<file path="config.mk">
export PLATFORM = sky130hd
export DESIGN_NAME = score_renderer
export DESIGN_NICKNAME = d
export VERILOG_FILES = /design/src/rtl/score_renderer_pkg.sv /design/src/rtl/digits10_case.sv /design/src/rtl/score_renderer_bcd_counter4.sv /design/src/rtl/score_renderer.sv
export SDC_FILE = /design/constraint.sdc
export NUM_CORES = 1
export LEC_CHECK = 0
export BUFFER_PORTS_ARGS = -buffer_cell sky130_fd_sc_hd__buf_2
export CELL_PAD_IN_SITES_DETAIL_PLACEMENT = 0
export CELL_PAD_IN_SITES_GLOBAL_PLACEMENT = 1
export CORE_MARGIN = 10
export CORE_UTILIZATION = 47
export CTS_BUF_LIST = sky130_fd_sc_hd__clkbuf_8
export CTS_CLUSTER_SIZE = 25
export DETAILED_ROUTE_END_ITERATION = 16
export PLACE_DENSITY = 0.95
export SLEW_MARGIN = 15
export SYNTH_ARGS = -nofsm -noshare
export SYNTH_HDL_FRONTEND = slang
export SYNTH_SLANG_ARGS = --single-unit
</file>
<file path="constraint.sdc">
create_clock -name clk -period 5.9 [get_ports clk]
set_input_delay 0.59 -clock clk [delete_from_list [all_inputs] [get_ports clk]]
set_output_delay 0.59 -clock clk [all_outputs]
set_load 0.02 [all_outputs]
</file>
<file path="src/rtl/score_renderer_pkg.sv">
// Shared geometry constants, BCD nibble type and the single-digit BCD step
// helper used by the score counter and the renderer.
package score_renderer_pkg;

  localparam int DIGIT_COUNT = 4;  // digits in the score field
  localparam int CELL_W      = 8;  // font columns per digit cell, gap included
  localparam int FONT_W      = 5;  // lit font columns per glyph
  localparam int FONT_H      = 5;  // font rows per glyph

  typedef logic [3:0] bcd_nibble_t;

  localparam bcd_nibble_t BCD_MAX = 4'd9;

  // Advance one BCD digit by carry_in; returns {carry_out, next_digit}.
  // Any value at or above 9 rolls over, so an illegal nibble self-heals.
  function automatic logic [4:0] bcd_digit_step(input bcd_nibble_t digit,
                                                 input logic        carry_in);
    logic [4:0] result;
    if (!carry_in) begin
      result = {1'b0, digit};
    end else if (digit >= BCD_MAX) begin
      result = {1'b1, 4'd0};
    end else begin
      result = {1'b0, digit + 4'd1};
    end
    return result;
  endfunction

endpackage

</file>
<file path="src/rtl/digits10_case.sv">
// 5x5 digit font ROM. Bit 4 of bits is the leftmost font column; rows 5-7
// and digit codes above 9 read as blank.
module digits10_case (
  input  logic [3:0] digit,
  input  logic [2:0] yofs,
  output logic [4:0] bits
);

  // Glyph lookup addressed by {digit, row}
  always_comb begin
    case ({digit, yofs})
      7'o00: bits = 5'b11111;
      7'o01: bits = 5'b10001;
      7'o02: bits = 5'b10001;
      7'o03: bits = 5'b10001;
      7'o04: bits = 5'b11111;
      7'o10: bits = 5'b01100;
      7'o11: bits = 5'b00100;
      7'o12: bits = 5'b00100;
      7'o13: bits = 5'b00100;
      7'o14: bits = 5'b11111;
      7'o20: bits = 5'b11111;
      7'o21: bits = 5'b00001;
      7'o22: bits = 5'b11111;
      7'o23: bits = 5'b10000;
      7'o24: bits = 5'b11111;
      7'o30: bits = 5'b11111;
      7'o31: bits = 5'b00001;
      7'o32: bits = 5'b11111;
      7'o33: bits = 5'b00001;
      7'o34: bits = 5'b11111;
      7'o40: bits = 5'b10001;
      7'o41: bits = 5'b10001;
      7'o42: bits = 5'b11111;
      7'o43: bits = 5'b00001;
      7'o44: bits = 5'b00001;
      7'o50: bits = 5'b11111;
      7'o51: bits = 5'b10000;
      7'o52: bits = 5'b11111;
      7'o53: bits = 5'b00001;
      7'o54: bits = 5'b11111;
      7'o60: bits = 5'b11111;
      7'o61: bits = 5'b10000;
      7'o62: bits = 5'b11111;
      7'o63: bits = 5'b10001;
      7'o64: bits = 5'b11111;
      7'o70: bits = 5'b11111;
      7'o71: bits = 5'b00001;
      7'o72: bits = 5'b00001;
      7'o73: bits = 5'b00001;
      7'o74: bits = 5'b00001;
      7'o100: bits = 5'b11111;
      7'o101: bits = 5'b10001;
      7'o102: bits = 5'b11111;
      7'o103: bits = 5'b10001;
      7'o104: bits = 5'b11111;
      7'o110: bits = 5'b11111;
      7'o111: bits = 5'b10001;
      7'o112: bits = 5'b11111;
      7'o113: bits = 5'b00001;
      7'o114: bits = 5'b11111;
      default: bits = 5'b00000;
    endcase
  end

endmodule

</file>
<file path="src/rtl/score_renderer_bcd_counter4.sv">
// Four-digit BCD score counter. clr beats inc; wrap pulses for the single
// cycle in which the value rolls from 9999 to 0000.
module bcd_counter4
  import score_renderer_pkg::*;
(
  input  logic        clk,
  input  logic        reset,
  input  logic        inc,
  input  logic        clr,
  output logic [15:0] value,
  output logic        wrap
);

  logic [15:0] value_q, value_d;
  logic        wrap_q, wrap_d;
  logic        carry;
  logic [4:0]  step;

  // Next count: clear, or ripple a +1 through the digit carry chain
  always_comb begin
    value_d = value_q;
    wrap_d  = 1'b0;
    carry   = 1'b0;
    step    = 5'd0;
    if (clr) begin
      value_d = 16'h0000;
    end else if (inc) begin
      carry = 1'b1;
      for (int i = 0; i < DIGIT_COUNT; i++) begin
        step               = bcd_digit_step(value_q[i*4 +: 4], carry);
        value_d[i*4 +: 4]  = step[3:0];
        carry              = step[4];
      end
      wrap_d = carry;
    end else begin
      value_d = value_q;
    end
  end

  // Count and wrap-pulse registers
  always_ff @(posedge clk) begin
    if (reset) begin
      value_q <= 16'h0000;
      wrap_q  <= 1'b0;
    end else begin
      value_q <= value_d;
      wrap_q  <= wrap_d;
    end
  end

  assign value = value_q;
  assign wrap  = wrap_q;

endmodule

</file>
<file path="src/rtl/score_renderer.sv">
// Score field renderer: holds the BCD score, latches a frame-stable copy at
// the top-left of each frame and draws it as four scaled 5x5 glyphs.
module score_renderer
  import score_renderer_pkg::*;
#(
  parameter int X0    = 16,
  parameter int Y0    = 16,
  parameter int SHIFT = 3
) (
  input  logic        clk,
  input  logic        reset,
  input  logic [8:0]  hpos,
  input  logic [8:0]  vpos,
  input  logic        display_on,
  input  logic        inc,
  input  logic        clr,
  output logic [15:0] score,
  output logic        overflow,
  output logic        pixel
);

  // Field bounds widened to 32 bits so the comparisons never wrap
  localparam logic [31:0] X_LO = 32'(X0);
  localparam logic [31:0] X_HI = 32'(X0 + ((DIGIT_COUNT * CELL_W) << SHIFT));
  localparam logic [31:0] Y_LO = 32'(Y0);
  localparam logic [31:0] Y_HI = 32'(Y0 + (FONT_H << SHIFT));

  logic [15:0] disp_q, disp_d;
  logic        pixel_q, pixel_d;
  logic [31:0] hpos_w, vpos_w;
  logic        field_active;
  logic [4:0]  col;
  logic [2:0]  row;
  bcd_nibble_t nibble;
  logic        nibble_valid;
  bcd_nibble_t font_digit;
  logic [4:0]  font_bits;

  bcd_counter4 u_counter (
    .clk   (clk),
    .reset (reset),
    .inc   (inc),
    .clr   (clr),
    .value (score),
    .wrap  (overflow)
  );

  // Beam position to field-local font column and row
  always_comb begin
    hpos_w       = {23'd0, hpos};
    vpos_w       = {23'd0, vpos};
    field_active = (hpos_w >= X_LO) && (hpos_w < X_HI) &&
                   (vpos_w >= Y_LO) && (vpos_w < Y_HI);
    col          = 5'((hpos_w - X_LO) >> SHIFT);
    row          = 3'((vpos_w - Y_LO) >> SHIFT);
  end

  // Pick the displayed digit; out-of-range nibbles are drawn blank
  always_comb begin
    case (col[4:3])
      2'd0:    nibble = disp_q[15:12];
      2'd1:    nibble = disp_q[11:8];
      2'd2:    nibble = disp_q[7:4];
      2'd3:    nibble = disp_q[3:0];
      default: nibble = 4'd0;
    endcase
    nibble_valid = (nibble <= BCD_MAX);
    if (nibble_valid) begin
      font_digit = nibble;
    end else begin
      font_digit = 4'd0;
    end
  end

  digits10_case u_font (
    .digit (font_digit),
    .yofs  (row),
    .bits  (font_bits)
  );

  // Frame-start shadow load and next video bit
  always_comb begin
    if ((hpos == 9'd0) && (vpos == 9'd0)) begin
      disp_d = score;
    end else begin
      disp_d = disp_q;
    end
    if (field_active && display_on && nibble_valid && (col[2:0] < 3'(FONT_W))) begin
      pixel_d = font_bits[3'd4 - col[2:0]];
    end else begin
      pixel_d = 1'b0;
    end
  end

  // Shadow score and video output registers
  always_ff @(posedge clk) begin
    if (reset) begin
      disp_q  <= 16'h0000;
      pixel_q <= 1'b0;
    end else begin
      disp_q  <= disp_d;
      pixel_q <= pixel_d;
    end
  end

  assign pixel = pixel_q;

endmodule

</file>
# --- Yosys cells after proc, flatten, opt, wreduce, memory -nomap -nowiden ---
# Memories as Yosys holds them, arrays and structs flattened.
# Cells that the tools add are included.
totals:
  reg_bits: 34
  mem_bits_ro: 640
  inputBits: 23
  wordCells: 66
  n_memories: 1
mem_list:
  columns: ["memory", "depth", "width", "read_ports", "rd_ports_with_merged_regs", "wr", "line_no", "rtl"]
  rows:
  - ["(name not given)", 128, 5, 1, 0, 0, "digits10_case.sv:11", "case ({digit, yofs})"]
classes:
  add_sub_neg: 7
  magnitude_cmp: 11
  n_eq_ne: 5
  mux: 16
  bitwise_logic: 3
  n_reduce_logical: 16
op_table:
  columns: ["op", "n"]
  rows:
  - ["two-way mux 5 bit", 12]
  - ["greater-or-equal comparator 9 x 5 -> 1 bit, second input constant", 2]
  - ["logical NOT 9 bit", 2]
  - ["adder 4 x 1 -> 4 bit, second input constant", 4]
  - ["greater-or-equal comparator 4 bit, second input constant", 4]
  - ["case mux 4 bit (4 select lines)", 1]
  - ["less-than comparator 9 x 6 -> 1 bit, second input constant", 1]
  - ["less-than comparator 9 bit, second input constant", 1]
  - ["subtractor 8 x 5 -> 8 bit, second input constant", 1]
  - ["logical AND 1 bit", 7]
  - ["inequality test 3 x 1 -> 1 bit, second input constant", 2]
  - ["AND reduction 2 bit", 3]
  - ["subtractor 6 x 5 -> 6 bit, second input constant", 1]
  - ["equality test 2 bit, second input constant", 2]
  - ["<= comparator 4 bit, second input constant", 1]
  - ["less-than comparator 3 x 4 -> 1 bit, second input constant", 1]
  - ["two-way mux 4 bit", 1]
  - ["OR reduction 2 bit", 2]
  - ["OR reduction 4 bit", 1]
  - ["binary-select mux 1 bit (select 3 bit)", 1]
  - ["less-than comparator 3 bit, second input constant", 1]
  - ["NOT 1 bit", 3]
  - ["subtractor 3 bit, first input constant", 1]
  - ["equality test 2 x 1 -> 1 bit, second input constant", 1]
  - ["other kinds (2)", 2]

# --- Longest topological paths before layout ---
depth:
  ltp_word: 12
  mapped_depth: 11
  ltp_nobuf: 10

# --- Cells and area by module ---
# From an unflattened synthesis, not the netlist that was laid out.
unflattened:
  cells_unflattened: 285
  area_unflattened_um2: 2414.8
modules_own_cells:
  columns: ["module", "n_inst", "cells_each", "area_per_inst_um2", "seq_area_each_um2"]
  rows:
  - ["score_renderer", 1, 130, 1156.1, 340.3]
  - ["bcd_counter4", 1, 113, 993.5, 340.3]
  - ["digits10_case", 1, 42, 265.3, 0.0]

# --- Worst setup path before layout ---
# No wires, ideal clock.
synth_timing:
  path_type: "input to register"
  from: "in hpos[4]"
  to: "reg pixel_q, in the netlist pixel"
  t_arrival_ns: 2.801
  t_required_ns: 5.778
  setup_slack_ns: 2.977
  cell_stages: 9
  path_buffers: 0
  cell_sequence: "inv_1 -> ha_1 -> xnor2_4 -> mux4_2 -> xnor2_1 -> mux2_2 -> o21ai_0 -> a31oi_1 -> a221o_1"
synth_via:
  elab_chain_len: 9
  word_cells_on_any_way: 23
  cone_classes: "2 x add/sub; 4 x order compare; 3 x eq/ne; 4 x mux; 1 x bitwise; 8 x reduce/logical; 1 x memory"
synth_lines:
  columns: ["element", "line_no", "rtl"]
  rows:
  - ["start, declared", "score_renderer.sv:12", "input logic [8:0] hpos,"]
  - ["branches (longest 9 deep; another with subtractor 8 x 5 -> 8 bit)", null, null]
  - ["end signal, assigned", "score_renderer.sv:102", "pixel_q <= pixel_d;"]
  - ["end, declared", "score_renderer.sv:29", "logic pixel_q, pixel_d;"]
# Parallel ways; which one is timed is not known. The select of a mux whose other input is x is not followed.
# A chain may end at the register's enable or synchronous reset.

# --- Worst setup path in the final report ---
# Same ends and word-level chain as after synthesis.

==> impl_metrics.yaml <==
placed_design:
  detailed_place_hpwl_um: 3900
  gp_congestion: 0.906
  placed_area_um2: 2470
  portBuffers: 40
clock_network:
  htree_num_levels: 2
  insertion_delay_ns: 0.28
  clkSinkCount: 34
  max-clock-path-buffers: 2
  cts_buffers: 5
  cts_root_buffer: "clkbuf_8"
  cts_hold_buf: 0
  clkTransAtPathRegs_ns: 0.07
  ctsResizeCount: 0
  cts_tree: "built"
  postCtsSetupBuffers: 0
yosys:
  synth_nets: 304
  synth_area_um2: 2280
  ys_seq_elements: 34
  synth_compound_area_share_pct: 13.4
  synth_top_family_by_area: "simple AND/OR/NAND/NOR gates"
  yosys_warnings: 0
  syn_avg_cell_area_um2: 8.69
  synth_xor_area_share_pct: 4.23
  synth_edf_count: 0
  yosysSeqAreaShare_pct: 29.9
  synthFlopType: "dfxtp_1"
  synth-simple-area-share_pct: 19.5
  yosysUniqueCellTypes: 51
  syn_inst: 262
  synth_mux_area_share_pct: 15.4
  async_reset_ff_share_pct: 0
  synthAdderAreaFrac_pct: 10.9
global_routing:
  overflow: 0
  grt_pass1_wl_um: 8700
  grt_pass1_vias: 1863
  track_usage_pct: 13.4
  antenna_found_initial: 0
  grt_max_degree: 20
critical_path:
  slowest_delay_ns: 0.72
  crit_family: "multiplexers"
  path_cells: "buf_2 > inv_1 > ha_1 > xnor2_4 > mux4_2 > xnor2_1 > mux2_2 > o21ai_0 > a31oi_1 > a221o_1"
  path_buf_inv: 2
  path_max_fanout: 15
  end_kind: "flop"
  critical_path_required_ns: 6.08
  worstSetupPathType: "primary input to flop"
  slowest_stage: "mux4_2"
  arrival_ns: 3.27
  start_kind: "primary input"
route:
  wl_per_cell_um: 14.1
  top_layer: "met4"
  first_iter_violations: 238
  ant_nets: 0
  drt_first_pass_iters: 5
  drt-total-wl_um: 5150
  drc_errors: 0
  wirelength_met1_um: 2370
  routed-wl-met2_um: 2320
  via_per_inst: 5.53
  wl_met3_um: 382
  num_vias: 2017
cells_and_area:
  layout_commonest_cell: "nor2_1"
  design_area_um2: 2560
  drive_gt1_share_pct: 20.1
  layout.nets: 339
  antenna_cells: 0
  regArea_um2: 681
  area_growth_pct: 12.6
  multiInputGateArea_um2: 1450
  mostFrequentLayoutCells: "nor2_1, buf_2, dfxtp_1"
  postLayoutCoreUtil_pct: 54.3
  fillers: 438
outcome:
  status: "finished clean"
timing:
  fin_skew_ns: 0.00370
  tightestPinTransition_ns: 1.12
  post-route-min-period_ns: 3.09
  rsz0062_at_grt: "false"
  fmax_ghz: 0.323
  slew_headroom_pct: 24.9
  hold_ws_ns: 0.496
  period_share_pct: 52.4
  tns_ns: 0
  setup_viol: 0
  timing_hold_violations_final: 0
  report.final.slew_viol_count: 0
floorplanning:
  die_y_um: 89.6
  rows: 25
  io_pins: 41
  die_x_um: 89.6
  core_um2: 4720
  die_area_um2: 8030
  start_util_pct: 48.2
run:
  drv_cap: 0
power_and_ir_drop:
  power_density_nw_per_um2: 181
  p_leak_nw: 1.18
  peakVddDrop_v: 0.000194
  finalPower_mw: 0.463
worst_hold_path:
  min-delay-path-class: "flop to flop"
[path summary, 6_finish.rpt]
| kind | start | endpoint | slack [ns] | cells past startpoint |
|---|---|---|---|---|
| setup / recovery | hpos[4] | pixel | 2.81 | 10 |
| hold / removal | disp_q[10] | disp_q[10] | 0.50 | 2 |
| setup reg to reg | disp_q[13] | pixel | 3.71 | 6 |
| hold reg to reg | disp_q[10] | disp_q[10] | 0.50 | 2 |
[power by group]
group          internal [mW]  leakage [nW]  switching [mW]  total, mW
clock network         0.0924        0.0524          0.0824      0.175
logic                 0.0236         0.856          0.0332     0.0568
registers              0.230         0.274         0.00142      0.232
total                  0.346          1.18           0.117      0.463
[per-stage QoR]
| step | setup WS (ns) | instances |
|---|---|---|
| 6_report | 2.81 | 365 |
| 5_1_grt | 2.65 | 365 |
| 4_1_cts | 2.82 | 365 |
| 3_5_place_dp | 2.52 | 357 |
| 3_3_place_gp | 2.61 | 357 |
| 2_1_floorplan | 2.98 | 262 |
[cell usage after synthesis, types with 2 or more instances]
cell type | instances | area share [%]
a211oi_1 | 2 | 0.66
a21oi_1 | 8 | 1.8
a311o_1 | 3 | 1.3
a311oi_1 | 2 | 0.77
a31oi_1 | 3 | 0.82
a41oi_1 | 3 | 1.2
and3_1 | 3 | 0.82
buf_6 | 3 | 1.5
clkbuf_1 | 7 | 1.2
clkbuf_8 | 2 | 1.2
dfxtp_1 | 34 | 30
ha_1 | 19 | 10
inv_1 | 17 | 2.8
mux2_2 | 4 | 2.0
mux2i_1 | 25 | 11
mux4_2 | 2 | 2.0
nand2_1 | 16 | 2.6
nand2b_1 | 2 | 0.55
nand3_1 | 4 | 0.88
nand4_1 | 4 | 1.1
nor2_1 | 48 | 7.9
nor2b_1 | 2 | 0.55
nor3_1 | 4 | 0.88
nor3_2 | 2 | 0.88
nor4_1 | 3 | 0.82
o2111ai_1 | 2 | 0.77
o21ai_0 | 8 | 1.8
or3_1 | 2 | 0.55
or4_1 | 2 | 0.66
xnor2_1 | 4 | 1.5
xor2_1 | 2 | 0.77
[area by class of cell]
class	instances	area share, %
clock buffers	6	3.22
well taps	67	3.27
flip-flops and latches	34	26.5
inverters	17	2.49
clock inverters	2	0.341
repair buffers	40	7.80
multi-input cells	199	56.3
[cells by family (layout without fill, tap and decap cells)]
group           Yosys count  in the layout
buf+inv                  29             65
mux                      32             32
compound gates           43             43
flops                    34             34
fa+ha+maj                20             20
simple gates             96             96
xor+xnor                  8              8
[worst register-to-register path, delay by kind of cell (launching register included)]
kind / cells / cell delay (ns)
XOR/XNOR: 1 / 0.21
flip-flops: 1 / 0.32
multiplexers: 2 / 0.98
AO/OA/AOI/OAI: 3 / 0.57
[registers in the layout, summed over array words and instances, names as in the netlist]
signal           cells
u_counter.value     16
pixel                1
disp_q              16
u_counter.wrap       1
[layer usage]
metal / vias to the layer above / global-route usage, %
met4: 0 / 4.34
li1: 1000 / -
met5: - / 0
met2: 71 / 21.1
met1: 936 / 16.8
met3: 10 / 4.42
(Power assumes the default switching activity.)
